`src/rtl/flt_cfg_burst_sequencer.sv`:
```
// Burst command front end for the forward-lookup-table config path: splits burst
// commands into single-word parser strobes and returns read words as a stream.
//
// state       | meaning
// ------------+------------------------------------------------------------
// ST_IDLE     | ready for a burst command; len=0 commands are dropped
// ST_WR       | accepting write words, one parser write strobe per word
// ST_RD_ISSUE | parser read strobe for the current word is on the bus
// ST_RD_WAIT  | waiting for the matching read return, or for the timeout
// ST_RD_HOLD  | read word presented on the output stream until consumed

module flt_cfg_burst_sequencer #(
    parameter int LEN_W      = 8,
    parameter int RD_TIMEOUT = 16
) (
    input  logic             i_clk,
    input  logic             i_rst_n,
    input  logic             i_cmd_valid,
    output logic             o_cmd_ready,
    input  logic [18:0]      iv_cmd_addr,
    input  logic             i_cmd_addr_fixed,
    input  logic             i_cmd_rd,
    input  logic [LEN_W-1:0] iv_cmd_len,
    input  logic             i_wdata_valid,
    output logic             o_wdata_ready,
    input  logic [31:0]      iv_wdata,
    output logic             o_rdata_valid,
    input  logic             i_rdata_ready,
    output logic [31:0]      ov_rdata,
    output logic             o_rdata_err,
    output logic             o_rdata_last,
    output logic             o_cmd_err,
    output logic [18:0]      ov_flt_addr,
    output logic             o_flt_addr_fixed,
    output logic [31:0]      ov_flt_wdata,
    output logic             o_flt_wr,
    output logic             o_flt_rd,
    input  logic             i_flt_ret_wr,
    input  logic [18:0]      iv_flt_ret_addr,
    input  logic             i_flt_ret_addr_fixed,
    input  logic [31:0]      iv_flt_ret_rdata
);

    localparam int TMR_W = $clog2(RD_TIMEOUT + 1);

    typedef enum logic [2:0] {
        ST_IDLE,
        ST_WR,
        ST_RD_ISSUE,
        ST_RD_WAIT,
        ST_RD_HOLD
    } state_t;

    state_t             state_q, state_d;
    logic [18:0]        cur_addr_q, cur_addr_d;
    logic               fixed_q, fixed_d;
    logic [LEN_W-1:0]   rem_q, rem_d;
    logic [TMR_W-1:0]   tmr_q, tmr_d;
    logic               cmd_ready_q, cmd_ready_d;
    logic               cmd_err_q, cmd_err_d;
    logic [18:0]        flt_addr_q, flt_addr_d;
    logic               flt_fixed_q, flt_fixed_d;
    logic [31:0]        flt_wdata_q, flt_wdata_d;
    logic               flt_wr_q, flt_wr_d;
    logic               flt_rd_q, flt_rd_d;
    logic [31:0]        rdata_q, rdata_d;
    logic               rdata_err_q, rdata_err_d;
    logic               rdata_valid_q, rdata_valid_d;
    logic               rdata_last_q, rdata_last_d;

    logic cmd_hs;
    logic wr_hs;
    logic rd_hs;
    logic ret_match;
    logic last_word;

    assign cmd_hs    = cmd_ready_q && i_cmd_valid;
    assign wr_hs     = (state_q == ST_WR) && i_wdata_valid;
    assign rd_hs     = rdata_valid_q && i_rdata_ready;
    assign last_word = (rem_q == LEN_W'(1));
    assign ret_match = i_flt_ret_wr && (iv_flt_ret_addr == cur_addr_q)
                       && (i_flt_ret_addr_fixed == fixed_q);

    always_comb begin
        state_d       = state_q;
        cur_addr_d    = cur_addr_q;
        fixed_d       = fixed_q;
        rem_d         = rem_q;
        tmr_d         = tmr_q;
        cmd_err_d     = 1'b0;
        flt_addr_d    = flt_addr_q;
        flt_fixed_d   = flt_fixed_q;
        flt_wdata_d   = flt_wdata_q;
        flt_wr_d      = 1'b0;
        flt_rd_d      = 1'b0;
        rdata_d       = rdata_q;
        rdata_err_d   = rdata_err_q;
        rdata_valid_d = rdata_valid_q;
        rdata_last_d  = rdata_last_q;

        case (state_q)
            ST_IDLE: begin
                if (cmd_hs) begin
                    cur_addr_d = iv_cmd_addr;
                    fixed_d    = i_cmd_addr_fixed;
                    rem_d      = iv_cmd_len;
                    if (iv_cmd_len == '0) begin
                        cmd_err_d = 1'b1;
                    end else if (i_cmd_rd) begin
                        state_d = ST_RD_ISSUE;
                    end else begin
                        state_d = ST_WR;
                    end
                end
            end
            ST_WR: begin
                if (wr_hs) begin
                    flt_wr_d    = 1'b1;
                    flt_addr_d  = cur_addr_q;
                    flt_fixed_d = fixed_q;
                    flt_wdata_d = iv_wdata;
                    cur_addr_d  = cur_addr_q + 19'd1;
                    rem_d       = rem_q - LEN_W'(1);
                    if (last_word) begin
                        state_d = ST_IDLE;
                    end
                end
            end
            ST_RD_ISSUE: begin
                tmr_d   = TMR_W'(RD_TIMEOUT - 1);
                state_d = ST_RD_WAIT;
            end
            ST_RD_WAIT: begin
                // A return arriving on the timeout cycle still counts as data.
                if (ret_match) begin
                    rdata_d       = iv_flt_ret_rdata;
                    rdata_err_d   = 1'b0;
                    rdata_valid_d = 1'b1;
                    rdata_last_d  = last_word;
                    state_d       = ST_RD_HOLD;
                end else if (tmr_q == '0) begin
                    rdata_d       = 32'd0;
                    rdata_err_d   = 1'b1;
                    rdata_valid_d = 1'b1;
                    rdata_last_d  = last_word;
                    state_d       = ST_RD_HOLD;
                end else begin
                    tmr_d = tmr_q - TMR_W'(1);
                end
            end
            ST_RD_HOLD: begin
                if (rd_hs) begin
                    rdata_valid_d = 1'b0;
                    rdata_err_d   = 1'b0;
                    rdata_last_d  = 1'b0;
                    if (last_word) begin
                        state_d = ST_IDLE;
                    end else begin
                        cur_addr_d = cur_addr_q + 19'd1;
                        rem_d      = rem_q - LEN_W'(1);
                        state_d    = ST_RD_ISSUE;
                    end
                end
            end
            default: begin
                state_d = ST_IDLE;
            end
        endcase

        // Read strobe is registered so it lines up with the RD_ISSUE cycle.
        if (state_d == ST_RD_ISSUE) begin
            flt_rd_d    = 1'b1;
            flt_addr_d  = cur_addr_d;
            flt_fixed_d = fixed_d;
        end

        cmd_ready_d = (state_d == ST_IDLE);
    end

    always_ff @(posedge i_clk or negedge i_rst_n) begin
        if (!i_rst_n) begin
            state_q       <= ST_IDLE;
            cur_addr_q    <= '0;
            fixed_q       <= 1'b0;
            rem_q         <= '0;
            tmr_q         <= '0;
            cmd_ready_q   <= 1'b0;
            cmd_err_q     <= 1'b0;
            flt_addr_q    <= '0;
            flt_fixed_q   <= 1'b0;
            flt_wdata_q   <= '0;
            flt_wr_q      <= 1'b0;
            flt_rd_q      <= 1'b0;
            rdata_q       <= '0;
            rdata_err_q   <= 1'b0;
            rdata_valid_q <= 1'b0;
            rdata_last_q  <= 1'b0;
        end else begin
            state_q       <= state_d;
            cur_addr_q    <= cur_addr_d;
            fixed_q       <= fixed_d;
            rem_q         <= rem_d;
            tmr_q         <= tmr_d;
            cmd_ready_q   <= cmd_ready_d;
            cmd_err_q     <= cmd_err_d;
            flt_addr_q    <= flt_addr_d;
            flt_fixed_q   <= flt_fixed_d;
            flt_wdata_q   <= flt_wdata_d;
            flt_wr_q      <= flt_wr_d;
            flt_rd_q      <= flt_rd_d;
            rdata_q       <= rdata_d;
            rdata_err_q   <= rdata_err_d;
            rdata_valid_q <= rdata_valid_d;
            rdata_last_q  <= rdata_last_d;
        end
    end

    assign o_cmd_ready      = cmd_ready_q;
    assign o_wdata_ready    = (state_q == ST_WR);
    assign o_rdata_valid    = rdata_valid_q;
    assign ov_rdata         = rdata_q;
    assign o_rdata_err      = rdata_err_q;
    assign o_rdata_last     = rdata_last_q;
    assign o_cmd_err        = cmd_err_q;
    assign ov_flt_addr      = flt_addr_q;
    assign o_flt_addr_fixed = flt_fixed_q;
    assign ov_flt_wdata     = flt_wdata_q;
    assign o_flt_wr         = flt_wr_q;
    assign o_flt_rd         = flt_rd_q;

endmodule
```
`config.mk`:
```
export PLATFORM = sky130hd
export DESIGN_NAME = flt_cfg_burst_sequencer
export DESIGN_NICKNAME = d
export VERILOG_FILES = /design/src/rtl/flt_cfg_burst_sequencer.sv
export SDC_FILE = /design/constraint.sdc
export NUM_CORES = 1
export LEC_CHECK = 0
export ABC_AREA = 1
export BUFFER_PORTS_ARGS = -buffer_cell sky130_fd_sc_hd__clkbuf_2
export CAP_MARGIN = 20
export CORE_MARGIN = 2
export CORE_UTILIZATION = 47
export DETAILED_ROUTE_END_ITERATION = 16
export PLACE_DENSITY = 0.81
export SETUP_SLACK_MARGIN = 0.02
export SYNTH_ARGS = -nofsm -noshare
export SYNTH_HDL_FRONTEND = slang
export SYNTH_SLANG_ARGS = --single-unit
export TNS_END_PERCENT = 1
```
`constraint.sdc`:
```
create_clock -name i_clk -period 1.7 [get_ports i_clk]
set_input_delay 0.085 -clock i_clk [delete_from_list [all_inputs] [get_ports i_clk]]
set_output_delay 0.085 -clock i_clk [all_outputs]
set_load 0.01 [all_outputs]
```
==> impl_results.md <==
* Post-Route M1 WL at 8774 um
* Logic gate share of total power at 0.468
* Post-synth EDFFs at 0
* Netlist cell types at 37
* Pwr Density at 1529 nW/um2
* Tmin final at 1.860 ns
* Pins Over Slew Limit at 0
* Vias/cell at 5.295
* Placeable core area at 13830 um2
* Sequential share of power at 0.294
* Failing checks: negative setup slack
* Max-cap violation count at 0
* Port bufs at 210
* Total GRT Usage at 0.2986
* RSZ-0062 raised after global routing: true
* WS Path Type: reg -> reg
* Final Setup Violations at 29
* Clock Power Share at 0.239
* Drt wl/cell at 15.91 um
* CP Cell Sequence: nor2_2 > nand2_1 > nor2_2 > a21oi_1 > nand2_1 > nand3_4 > buf_12 > nand3_2 > nand3_2
* Clk root buf: clkbuf_16
* Worst path required time at slightly below 2 ns
* Area grow syn2layout at 56.14%
* Ys async rst share at 1.000
* Clk Latency, worst-skew pair at 0.41 ns
* Final hold viol count at 0
* First-pass DRT Iterations at 6
* Arr. time, crit path at about 2.1 ns
* WHS at between 0.02 and 0.025 ns
* Syn Area/Cell at 7.379 um2
* Largest family of logic cells by synthesized area: simple AND/OR/NAND/NOR gates
* Setup TNS Final at -2.709 ns
* Grt total ovfl at 0
* Starting Density at 0.4787
* Worst-margin pin slew at 0.4096 ns
* Critical Path End Type: register
* R2R depth at 9
* Worst r2r src: state_q[1]
* Cts bufs inserted at 17
* Min setup slack post-route at -0.1603 ns
* Synthesized net count at 1021
* Switch Pwr at 6.350 mW
* Final period util at 1.094
* Sequential element share of the synthesized area at 0.4802
* Met3 wire len at 1800 um
* CTS Sinks at between 100 and 150
* P_int at 9.454 mW
* Die Y at 122.7 um
* Simple-gate area share of the yosys netlist at 0.3270
* Reg clk slew, reported paths at 0.06 ns
* Final Util at 0.7474
* Fmax at 537.6 MHz
* Number of cells on the worst hold path at 5
* Mapped Cells at 897
* Reg2Reg Setup Slack at -0.16 ns
* Critical Path Max Stage Delay at 0.42 ns
* Drt drc at 0
* P_leak at between 5 and 6 nW
* Post-synthesis mux area share at 0
* Rel. slew slack at 0.7269
* Share of layout cells above drive strength 1 at 0.3448
* Xor-xnor portion of the synthesized cell area at 0.003970
* Initial DRC count at about 650
* DIE WIDTH at 122.7 um
* Yosys reg bits at 127
* Synth Area in Compound Gates at 0.08866
* Largest net degree at the start of global routing at 46
* Antenna viol nets, final at 0
* Hold Startpoint: iv_cmd_addr[5]
* Total die area at 15050 um2
* Peak supply drop at 0.9557 mV
* Row Count at 43
* CTS tree: yes
* Initial antenna violation count at 0
* Diode count at 0
* Number of global-route vias before repair at ~7500
* Sw Share at 0.4018
* Top Ports at 211
* Placed cells at 1335
* Hold/Removal Path Class: in -> reg
* Total Routed Length at 23210 um
* Fill count at 941
* Total length of routed met2 wires at 11460 um
* Worst path slowest cell: dfrtp_1
* Worst setup path startpoint: state_q[1]
* Post-synthesis cell area at 6619 um2
* Non-filler instance count after layout at roughly 1500
* Routed via count at 7726
* Status: complete, but fails checks
* CP max FO at 5
* Most frequent cells in the layout: nand2_1, clkbuf_2, dfrtp_1, inv_1, buf_4
* Main flop type after synthesis: dfrtp_1
* Clock skew at 0.007503 ns
* Layout Nets at 1391
* Commonest non-fill, non-tap cell in the layout: nand2_1
* Synth warnings at 0
* # H-tree levels at 4
* First-pass GRT wire length at 35080 um
* Max clock buf depth at 2
* Highest Signal Layer: met4
* Synth Area in Adders at 0.009452
* Final HPWL DP at 14040 um
* Placer Congestion at 0.9710
* CP Launch Type: register
[through the flow]
stage / worst slack [ns] / instance area [um2] / power (mW)
floorplan: 0.01817 / 6629 / 8.036
global placement: -0.1348 / 8479 / 10.66
detailed placement: -0.1570 / 8479 / 10.83
CTS: -0.08216 / 9995 / 15.01
global route: -0.2249 / 10330 / 16.71
finish: -0.1603 / 10330 / 15.80
[final cells by class]
| class | instances | area (um2) | share of cell area |
|---|---|---|---|
| multi-input combinational | 621 | 3161 | 0.3058 |
| tap | 180 | 225.2 | 0.02179 |
| clock inverter | 9 | 132.6 | 0.01283 |
| timing repair buffer | 387 | 2725 | 0.2637 |
| clock buffer | 22 | 474.2 | 0.04588 |
| sequential | 127 | 3183 | 0.3080 |
| inverter | 113 | 434.2 | 0.04201 |
[final timing paths]
path | to
max | ov_flt_addr[0]
min | cur_addr_q[5]
max reg2reg | ov_flt_addr[0]
min reg2reg | ov_flt_wdata[10]
max in group asynchronous | ov_flt_addr[18]
min in group asynchronous | cur_addr_q[1]
[worst max-delay path: cells and delay by family (launching register included)]
family / cells / cell delay [ns]
buffers and inverters: 1 / 0.20
AND/OR/NAND/NOR: 7 / 1.00
AO/OA/AOI/OAI: 1 / 0.11
flip-flops: 1 / 0.42
[layer usage]
layer  track usage  vias up
met5             0        -
met4        0.1516        0
met3       0.06459      109
met2        0.5104      441
met1        0.3533     3581
li1              -     3595
[power groups by stage]
| stage | combinational (mW) | clock, mW | sequential [mW] |
|---|---|---|---|
| after floorplan | 3.23 | 0 | 4.80 |
| after global placement | 6.06 | 0 | 4.60 |
| after detailed placement | 6.22 | 0 | 4.61 |
| after CTS | 6.62 | 3.80 | 4.60 |
| after global routing | 8.03 | 3.93 | 4.74 |
| final | 7.39 | 3.77 | 4.64 |
[registers in the layout, indices dropped and copies added, names as in the netlist, 3 cells and up]
register and flops:
cur_addr_q 19, ov_flt_addr 19, ov_flt_wdata 32, ov_rdata 32, rem_q 8, state_q 3, tmr_q 5
[kinds of logic (layout without fill, tap and decap cells)]
| kind of cell | count (synthesis) | in the layout |
|---|---|---|
| AOI/OAI and AO/OA | 110 | 110 |
| xor gates and xnor gates | 3 | 3 |
| adders and majority gates | 5 | 5 |
| buffers and inverters | 149 | 531 |
| DFF | 127 | 127 |
| and+or+nand+nor | 503 | 503 |
[repair_timing]
item | in CTS | in global routing
cloned | 0 | 1
endpoints found under the hold margin | 188 | 0
pin swaps | 5 | 21
buffers inserted | 2 | 11
hold buffers | 79 | 0
setup endpoints to repair | 71 | 89
resized for setup | 30 | 76
[cell usage after synthesis, types with 2 or more instances]
cell	number	area, um2
clkbuf_1	17	63.81
xor2_1	2	17.52
a22oi_1	8	60.06
nand2_1	299	1122
nand3_1	105	525.5
buf_2	12	60.06
o21ai_0	72	360.4
ha_1	5	62.56
o22ai_1	2	12.51
inv_1	103	386.6
nor3_1	6	30.03
nand4_1	11	68.82
nand2_2	2	12.51
o211ai_1	2	15.01
o21ai_1	4	20.02
buf_1	2	7.510
clkbuf_2	2	10.01
nand3_2	2	20.02
buf_4	2	15.01
inv_2	9	33.78
or2_2	3	18.77
dfrtp_1	127	3178
nor2_4	3	33.78
a31oi_1	5	31.28
nor2_1	60	225.2
nor2_2	6	37.54
a21oi_1	16	80.08
Note: power is estimated with default switching activity, not from simulation.
